===== config.mk =====
export PLATFORM = sky130hd
export DESIGN_NAME = rtmq_cfg_uart_tx
export DESIGN_NICKNAME = d
export VERILOG_FILES = /design/src/rtl/rtmq_cfg_uart_tx.sv
export SDC_FILE = /design/constraint.sdc
export NUM_CORES = 1
export LEC_CHECK = 0
export CORE_AREA = 2 2 102 104
export DETAILED_ROUTE_END_ITERATION = 6
export DIE_AREA = 0 0 104 106
export GPL_TIMING_DRIVEN = 1
export PLACE_DENSITY = 0.79
export SYNTH_ARGS = -nofsm -noshare
export SYNTH_HDL_FRONTEND = slang
export SYNTH_SLANG_ARGS = --single-unit

===== constraint.sdc =====
create_clock -name clk -period 2.49 [get_ports clk]
set_input_delay 0.3735 -clock clk [delete_from_list [all_inputs] [get_ports clk]]
set_output_delay 0.3735 -clock clk [all_outputs]
set_load 0.1 [all_outputs]

===== src/rtl/rtmq_cfg_uart_tx.sv =====
`default_nettype none
// ----------------------------------------------------------------------------
// rtmq_cfg_uart_tx -- serialises {f_ovr, ins} frames as 8N1/8N2 UART bytes, MSB byte
// first, with an idle gap after each frame. RTMQ_CFG_TX_FIFO_EN: D_FIFO-deep frame FIFO.
// Revision: 1.0
// ----------------------------------------------------------------------------
module rtmq_cfg_uart_tx #(
  parameter int W_REG  = 32,
  parameter int N_STB  = 1,
  parameter int W_BAU  = 8,
  parameter int G_IFG  = 20,
  parameter int D_FIFO = 4
) (
  input  logic             clk,
  input  logic             rst_n,
  input  logic [W_BAU-1:0] baud,
  input  logic [W_REG-1:0] ins,
  input  logic             f_ovr,
  input  logic             f_snd,
  output logic             f_rdy,
  output logic             f_ovf,
  output logic             f_busy,
  output logic             f_fin,
  output logic             uart_txd
);
  localparam int N_BYT = W_REG / 8 + 1;
  localparam int W_FRM = N_BYT * 8;
  localparam int W_ENT = W_REG + 1;
  localparam int W_BYI = $clog2(N_BYT);
  localparam int W_GAP = $clog2(G_IFG + 1);
  localparam logic [W_BYI-1:0] LAST_BYTE = W_BYI'(N_BYT - 1);
  localparam logic [W_GAP-1:0] LAST_GAP  = W_GAP'(G_IFG - 1);
  localparam logic [1:0]       LAST_STOP = 2'(N_STB - 1);

  if (W_REG % 8 != 0 || N_STB < 1 || N_STB > 2 || G_IFG < 1 || D_FIFO < 1) begin : g_param_check
    $error("rtmq_cfg_uart_tx: illegal parameter set");
  end

  typedef enum logic [2:0] {S_IDLE, S_START, S_DATA, S_STOP, S_GAP} state_t;
  state_t state;

  logic             push, pop, empty, full;
  logic [W_ENT-1:0] head;

  // A full buffer still accepts when the FSM pops in the same cycle.
  assign pop    = (state == S_IDLE) && !empty;
  assign f_rdy  = !full || pop;
  assign push   = f_snd && f_rdy;
  assign f_busy = (state != S_IDLE) || !empty;

`ifdef RTMQ_CFG_TX_FIFO_EN
  localparam int W_PTR = $clog2(D_FIFO);
  logic [W_ENT-1:0] mem [D_FIFO];
  logic [W_PTR:0]   wr_ptr, rd_ptr;

  assign empty = (wr_ptr == rd_ptr);
  assign full  = (wr_ptr[W_PTR] != rd_ptr[W_PTR]) && (wr_ptr[W_PTR-1:0] == rd_ptr[W_PTR-1:0]);
  assign head  = mem[rd_ptr[W_PTR-1:0]];

  always_ff @(posedge clk) begin
    if (push) mem[wr_ptr[W_PTR-1:0]] <= {f_ovr, ins};
  end

  always_ff @(posedge clk or negedge rst_n) begin
    if (!rst_n) begin
      wr_ptr <= '0;
      rd_ptr <= '0;
    end else begin
      if (push) wr_ptr <= wr_ptr + (W_PTR + 1)'(1);
      if (pop)  rd_ptr <= rd_ptr + (W_PTR + 1)'(1);
    end
  end
`else
  logic             hold_vld;
  logic [W_ENT-1:0] hold_dat;

  assign empty = !hold_vld;
  assign full  = hold_vld;
  assign head  = hold_dat;

  always_ff @(posedge clk or negedge rst_n) begin
    if (!rst_n) begin
      hold_vld <= 1'b0;
      hold_dat <= '0;
    end else if (push) begin
      hold_vld <= 1'b1;
      hold_dat <= {f_ovr, ins};
    end else if (pop) begin
      hold_vld <= 1'b0;
    end
  end
`endif

  logic [W_FRM-1:0] frame;
  logic [7:0]       shreg;
  logic [W_BAU-1:0] bit_len, timer, baud_eff, reload;
  logic [2:0]       bit_idx;
  logic [1:0]       stb_idx;
  logic [W_BYI-1:0] byt_idx;
  logic [W_GAP-1:0] gap_idx;
  logic             bit_end;

  assign baud_eff = (baud < W_BAU'(2)) ? W_BAU'(2) : baud;
  assign reload   = bit_len - W_BAU'(1);
  assign bit_end  = (timer == '0);

  // uart_txd follows the state one cycle later, so every line bit lasts exactly bit_len clocks.
  always_ff @(posedge clk or negedge rst_n) begin
    if (!rst_n) begin
      state    <= S_IDLE;
      frame    <= '0;
      shreg    <= '0;
      bit_len  <= '0;
      timer    <= '0;
      bit_idx  <= '0;
      stb_idx  <= '0;
      byt_idx  <= '0;
      gap_idx  <= '0;
      uart_txd <= 1'b1;
      f_fin    <= 1'b0;
      f_ovf    <= 1'b0;
    end else begin
      f_fin <= 1'b0;
      f_ovf <= f_snd && !f_rdy;
      case (state)
        S_START: uart_txd <= 1'b0;
        S_DATA:  uart_txd <= shreg[0];
        default: uart_txd <= 1'b1;
      endcase
      if (state != S_IDLE && !bit_end) timer <= timer - W_BAU'(1);
      case (state)
        S_IDLE: if (pop) begin
          state   <= S_START;
          frame   <= {7'b0, head};
          bit_len <= baud_eff;
          timer   <= baud_eff - W_BAU'(1);
          byt_idx <= '0;
        end
        S_START: if (bit_end) begin
          state   <= S_DATA;
          timer   <= reload;
          shreg   <= frame[W_FRM-1 -: 8];
          frame   <= {frame[W_FRM-9:0], 8'h00};
          bit_idx <= '0;
        end
        S_DATA: if (bit_end) begin
          timer <= reload;
          shreg <= {1'b0, shreg[7:1]};
          if (bit_idx == 3'd7) begin
            state   <= S_STOP;
            stb_idx <= '0;
          end else begin
            bit_idx <= bit_idx + 3'd1;
          end
        end
        S_STOP: if (bit_end) begin
          timer <= reload;
          if (stb_idx != LAST_STOP) begin
            stb_idx <= stb_idx + 2'd1;
          end else if (byt_idx == LAST_BYTE) begin
            state   <= S_GAP;
            gap_idx <= '0;
            f_fin   <= 1'b1;
          end else begin
            state   <= S_START;
            byt_idx <= byt_idx + W_BYI'(1);
          end
        end
        S_GAP: if (bit_end) begin
          timer <= reload;
          if (gap_idx == LAST_GAP) state <= S_IDLE;
          else                     gap_idx <= gap_idx + W_GAP'(1);
        end
        default: state <= S_IDLE;
      endcase
    end
  end

endmodule
`default_nettype wire


==> parameters.txt <==
Parameter                              Value

Critical path
  Kind of capture point of the worst setup path    output port
  Crit Path Max Fanout    16
  Cell breakdown of the critical path    or3_4, nor2_1, inv_1, buf_12
  Number of buffer and inverter instances along the worst setup path    2
  Startpoint type of the worst setup path    register
  Arrival time of data at the critical path endpoint    between 2 and 2.5 ns
  Max stage delay cell, worst path    sky130_fd_sc_hd__dfrtp_2
  WP data required    ~2.1 ns
  Cell family with most CP delay    simple AND/OR/NAND/NOR gates
  Type of the worst setup path    register to output port
  Highest cell delay on the worst timing path    around 0.50 ns

Floorplan
  Standard cell core area    roughly 10000 sq um
  Die Outline Area    11000 sq um
  Vertical die dimension    106 um
  Starting density of the core    a little under three fifths
  # rows    37
  Ports    slightly below 50
  X dimension of the die    between 100 and 150 um

Global routing
  Met3 Usage GRT    between 6 and 7%
  Number of antenna violations at the first check in global routing    0
  Vias in the first global route    ~4.4k
  GRT Overall Usage    between 20% and 30%
  Fraction of met1 tracks used by global routing    between 30 and 40%
  Highest-utilization routing layer at the global route stage    met2
  Wire length of the first global-routing pass    between 20 and 25 mm
  GRT overflow    0
  Global routing met2 resource utilization    between 30% and 40%
  Maximum number of pins on one net before global-route repair    52

Clock network
  Clock tree from TritonCTS    done
  Sink Count    around 120
  CTS Buf Count    17
  Bufs on Longest Clock Path    2
  Clock-pin slew on the worst setup and hold paths    approximately 0.06 ns
  CTS H-Tree Depth    4
  Number of buffers inserted by post-CTS setup repair    0
  Latest clock arrival within the worst-skew pair    between 0.5 and 0.6 ns
  Root buf cell    sky130_fd_sc_hd__clkbuf_8

Synthesis
  Number of distinct library cells after synthesis    59
  Number of nets in the synthesized netlist    around 600
  Number of cells produced by synthesis    548
  Number of enable flip-flop cells after synthesis    0
  Number of warnings issued by yosys    0
  Portion of the post-synthesis area used by sequential elements    between 50% and 60%
  Fraction of registers with async set/reset    between 90% and 100%
  Post-synth top area cell    sky130_fd_sc_hd__dfrtp_1
  Share of the synthesized area in the top cell type    about 51%
  Most area-consuming cells after synthesis    sky130_fd_sc_hd__dfrtp_1 51%, sky130_fd_sc_hd__mux2_2 7.2%, sky130_fd_sc_hd__nand2_1 5.5%, sky130_fd_sc_hd__mux2i_1 5.3%, sky130_fd_sc_hd__o21ai_0 4.6%
  Seq cells post-synth    about 120
  Area of the mapped netlist    approximately 5700 sq um
  Post-Synthesis Mean Instance Area    between 10 and 15 sq um
  Leading register cell type out of synthesis    sky130_fd_sc_hd__dfrtp_1

STA
  Final hold violation count    0
  Total setup violations reported at the end of the flow    0
  Final critical path time including I/O delays and setup    around 2.4 ns
  Layout Skew    roughly 0.0059 ns
  Worst slew margin relative to its limit    between 50% and 60%
  Total Negative Setup Slacks    0 ns
  Slew at the pin with the worst max-slew slack    just over 0.6 ns
  Final worst setup slack    between 0.1 and 0.15 ns
  Max Clock Freq    roughly 420 MHz
  Final clock period utilization by the worst path    between 90% and 100%
  Final number of max-transition violations    0
  Unrepaired setup endpoints after global routing    false

Pwr
  Static Leak    around 0.0032 uW
  Pwr dens    1190 nW/um^2
  Overall power after layout    between 8000 and 9000 uW
  Maximum ir drop on the vdd rail    between 0.7 and 0.8 mV

Final layout
  Cell area after layout    between 6000 and 7000 sq um
  Total Nets Final    663
  Fraction of final layout cells with drive strength greater than 1    between 10% and 20%
  Number of antenna cells inserted    0
  Area Growth Syn to Fin    23.0%
  Filler-free cell count of the finished design    about 760
  Fill cell total of the finished layout    roughly 750

Route
  DRC violations left    0
  Routed WL    ~12 mm
  Final ANT Viol Nets    0
  Number of DRC markers after the initial detailed-route iteration    approximately 330
  Via count    4331
  Post-DR vias/cell    about 5.7
  Mean routed wirelength per cell    around 16 um
  First-pass DRT Iterations    5

Placed design
  Placement-stage cell area    ~6400 sq um
  Sum of net half-perimeters after detailed placement    ~8.2 mm
  Placer Congestion    about 0.90
  Port bufs    48
  Placement Setup Slack    about 0.058 ns
  Instance count after placement with tap cells included    a little over 700

Job
  Max-cap check violation count    0

Outcome
  Status    finished clean

Worst hold path
  Min-Delay Path Class    input pin to asynchronous set/reset pin
## per-stage QoR
| stage | utilization [%] | hold slack [ns] |
|---|---|---|
| 6_report | 69.7 | 0.412 |
| 5_1_grt | 69.7 | 0.446 |
| 4_1_cts | 69.6 | 0.422 |
| 3_5_place_dp | 64.2 | 0.432 |
| 3_3_place_gp | 64.2 | 0.419 |
| 2_1_floorplan | - | 0.0779 |
## registers in the layout (all words and copies together) (netlist names)
register and cells:
frame 40, head 33, bit_len 8, shreg 8
timer 8, gap_idx 5, bit_idx 3, byt_idx 3
state 3, stb_idx 2, f_fin 1, f_ovf 1
full 1, uart_txd 1
## cell type report
cell class	instances	area, sq um	area share (%)
Sequential cell	117	2930	42.1
Clock buffer	21	459	6.59
Timing Repair Buffer	73	718	10.3
Clock inverter	11	75.1	1.08
Tap cell	136	170	2.44
Multi-Input combinational cell	386	2560	36.8
Inverter	14	52.6	0.754
## final timing paths
path	from	to	slack, ns	depth (start not counted)
max	state[2]	f_busy	0.11	4
min	rst_n	timer[5]	0.41	2
max reg2reg	timer[0]	gap_idx[0]	0.24	8
min reg2reg	frame[21]	frame[21]	0.48	2
max in group asynchronous	rst_n	head[21]	1.29	3
min in group clk	ins[4]	head[4]	0.46	2
## cells in the final DEF, fill, tap and decap left out, drive strengths merged, types with 2 or more instances in the layout
cell type	Yosys	routed
dfrtp	116	116
nand2	83	83
o21ai	52	52
clkdlybuf4s50	0	42
mux2	36	36
mux2i	30	30
buf	13	30
nor2	28	28
a21oi	25	25
clkbuf	18	21
inv	14	17
o22ai	14	14
nor3	14	14
a22o	12	12
ha	10	10
nand3	9	9
xnor2	6	6
nand2b	6	6
or3	6	6
clkinv	0	6
nor4	5	5
a31oi	3	3
o211ai	3	3
a211o	3	3
xor2	3	3
nor2b	3	3
o2bb2ai	3	3
a21o	2	2
o21bai	2	2
o221ai	2	2
nor3b	2	2
and3	2	2
clkinvlp	0	2
and2	2	2
## logic make-up after synthesis
logic type	share of synthesized area, %
AOI/OAI and AO/OA	14.5
xor gates and xnor gates	1.39
adders and majority gates	2.41
buffers and inverters	3.47
DFF	51.7
muxes	12.5
and+or+nand+nor	14.1
## report_power, final
group	leakage (uW)	total, uW	switching [uW]	internal (uW)
Clock	0.000265	2170	866	1300
Sequential	0.00147	3240	566	2680
Combinational	0.00144	2900	1540	1370
## timing repair
item | CTS | global route
hold endpoints to repair | 43 | 0
hold buffers | 1 | 0
resized for setup | 1 | 2
endpoints found under the setup margin | 1 | 2
## worst reg2reg max path, cell delays in order, from the launching register on
cell and delay, ns:
sky130_fd_sc_hd__dfrtp_1 0.42, sky130_fd_sc_hd__inv_1 0.14, sky130_fd_sc_hd__ha_1 0.17, sky130_fd_sc_hd__nor4b_2 0.33
sky130_fd_sc_hd__nand2_2 0.17, sky130_fd_sc_hd__buf_4 0.20, sky130_fd_sc_hd__a21oi_1 0.24, sky130_fd_sc_hd__o21ai_0 0.18
sky130_fd_sc_hd__mux2_2 0.29
## synthesized netlist by cell type, types with 2 or more instances
cell type / instances
sky130_fd_sc_hd__nand2b_1: 6
sky130_fd_sc_hd__mux2_2: 36
sky130_fd_sc_hd__or3_1: 6
sky130_fd_sc_hd__o2bb2ai_1: 3
sky130_fd_sc_hd__a211o_1: 3
sky130_fd_sc_hd__a31oi_1: 3
sky130_fd_sc_hd__o22ai_1: 14
sky130_fd_sc_hd__a22o_1: 12
sky130_fd_sc_hd__nand3_1: 9
sky130_fd_sc_hd__o221ai_1: 2
sky130_fd_sc_hd__nor3b_1: 2
sky130_fd_sc_hd__o211ai_1: 3
sky130_fd_sc_hd__o21bai_1: 2
sky130_fd_sc_hd__a21oi_2: 2
sky130_fd_sc_hd__nor2_1: 26
sky130_fd_sc_hd__and3_1: 2
sky130_fd_sc_hd__mux2i_1: 30
sky130_fd_sc_hd__nor2b_1: 3
sky130_fd_sc_hd__nor3_1: 13
sky130_fd_sc_hd__xor2_1: 3
sky130_fd_sc_hd__xnor2_1: 6
sky130_fd_sc_hd__a21o_1: 2
sky130_fd_sc_hd__buf_2: 10
sky130_fd_sc_hd__nand2_1: 83
sky130_fd_sc_hd__inv_1: 14
sky130_fd_sc_hd__a21oi_1: 23
sky130_fd_sc_hd__o21ai_0: 52
sky130_fd_sc_hd__buf_4: 2
sky130_fd_sc_hd__dfrtp_1: 116
sky130_fd_sc_hd__clkbuf_1: 18
sky130_fd_sc_hd__ha_1: 10
sky130_fd_sc_hd__nor4_1: 5
## routing by layer
| layer | wire, um | up-vias |
|---|---|---|
| li1 | - | 2084 |
| met4 | 182 | 0 |
| met1 | 5300 | 2125 |
| met3 | 583 | 18 |
| met2 | 6100 | 104 |
| met5 | 0 | - |
Power figures use the tool's default switching activity.
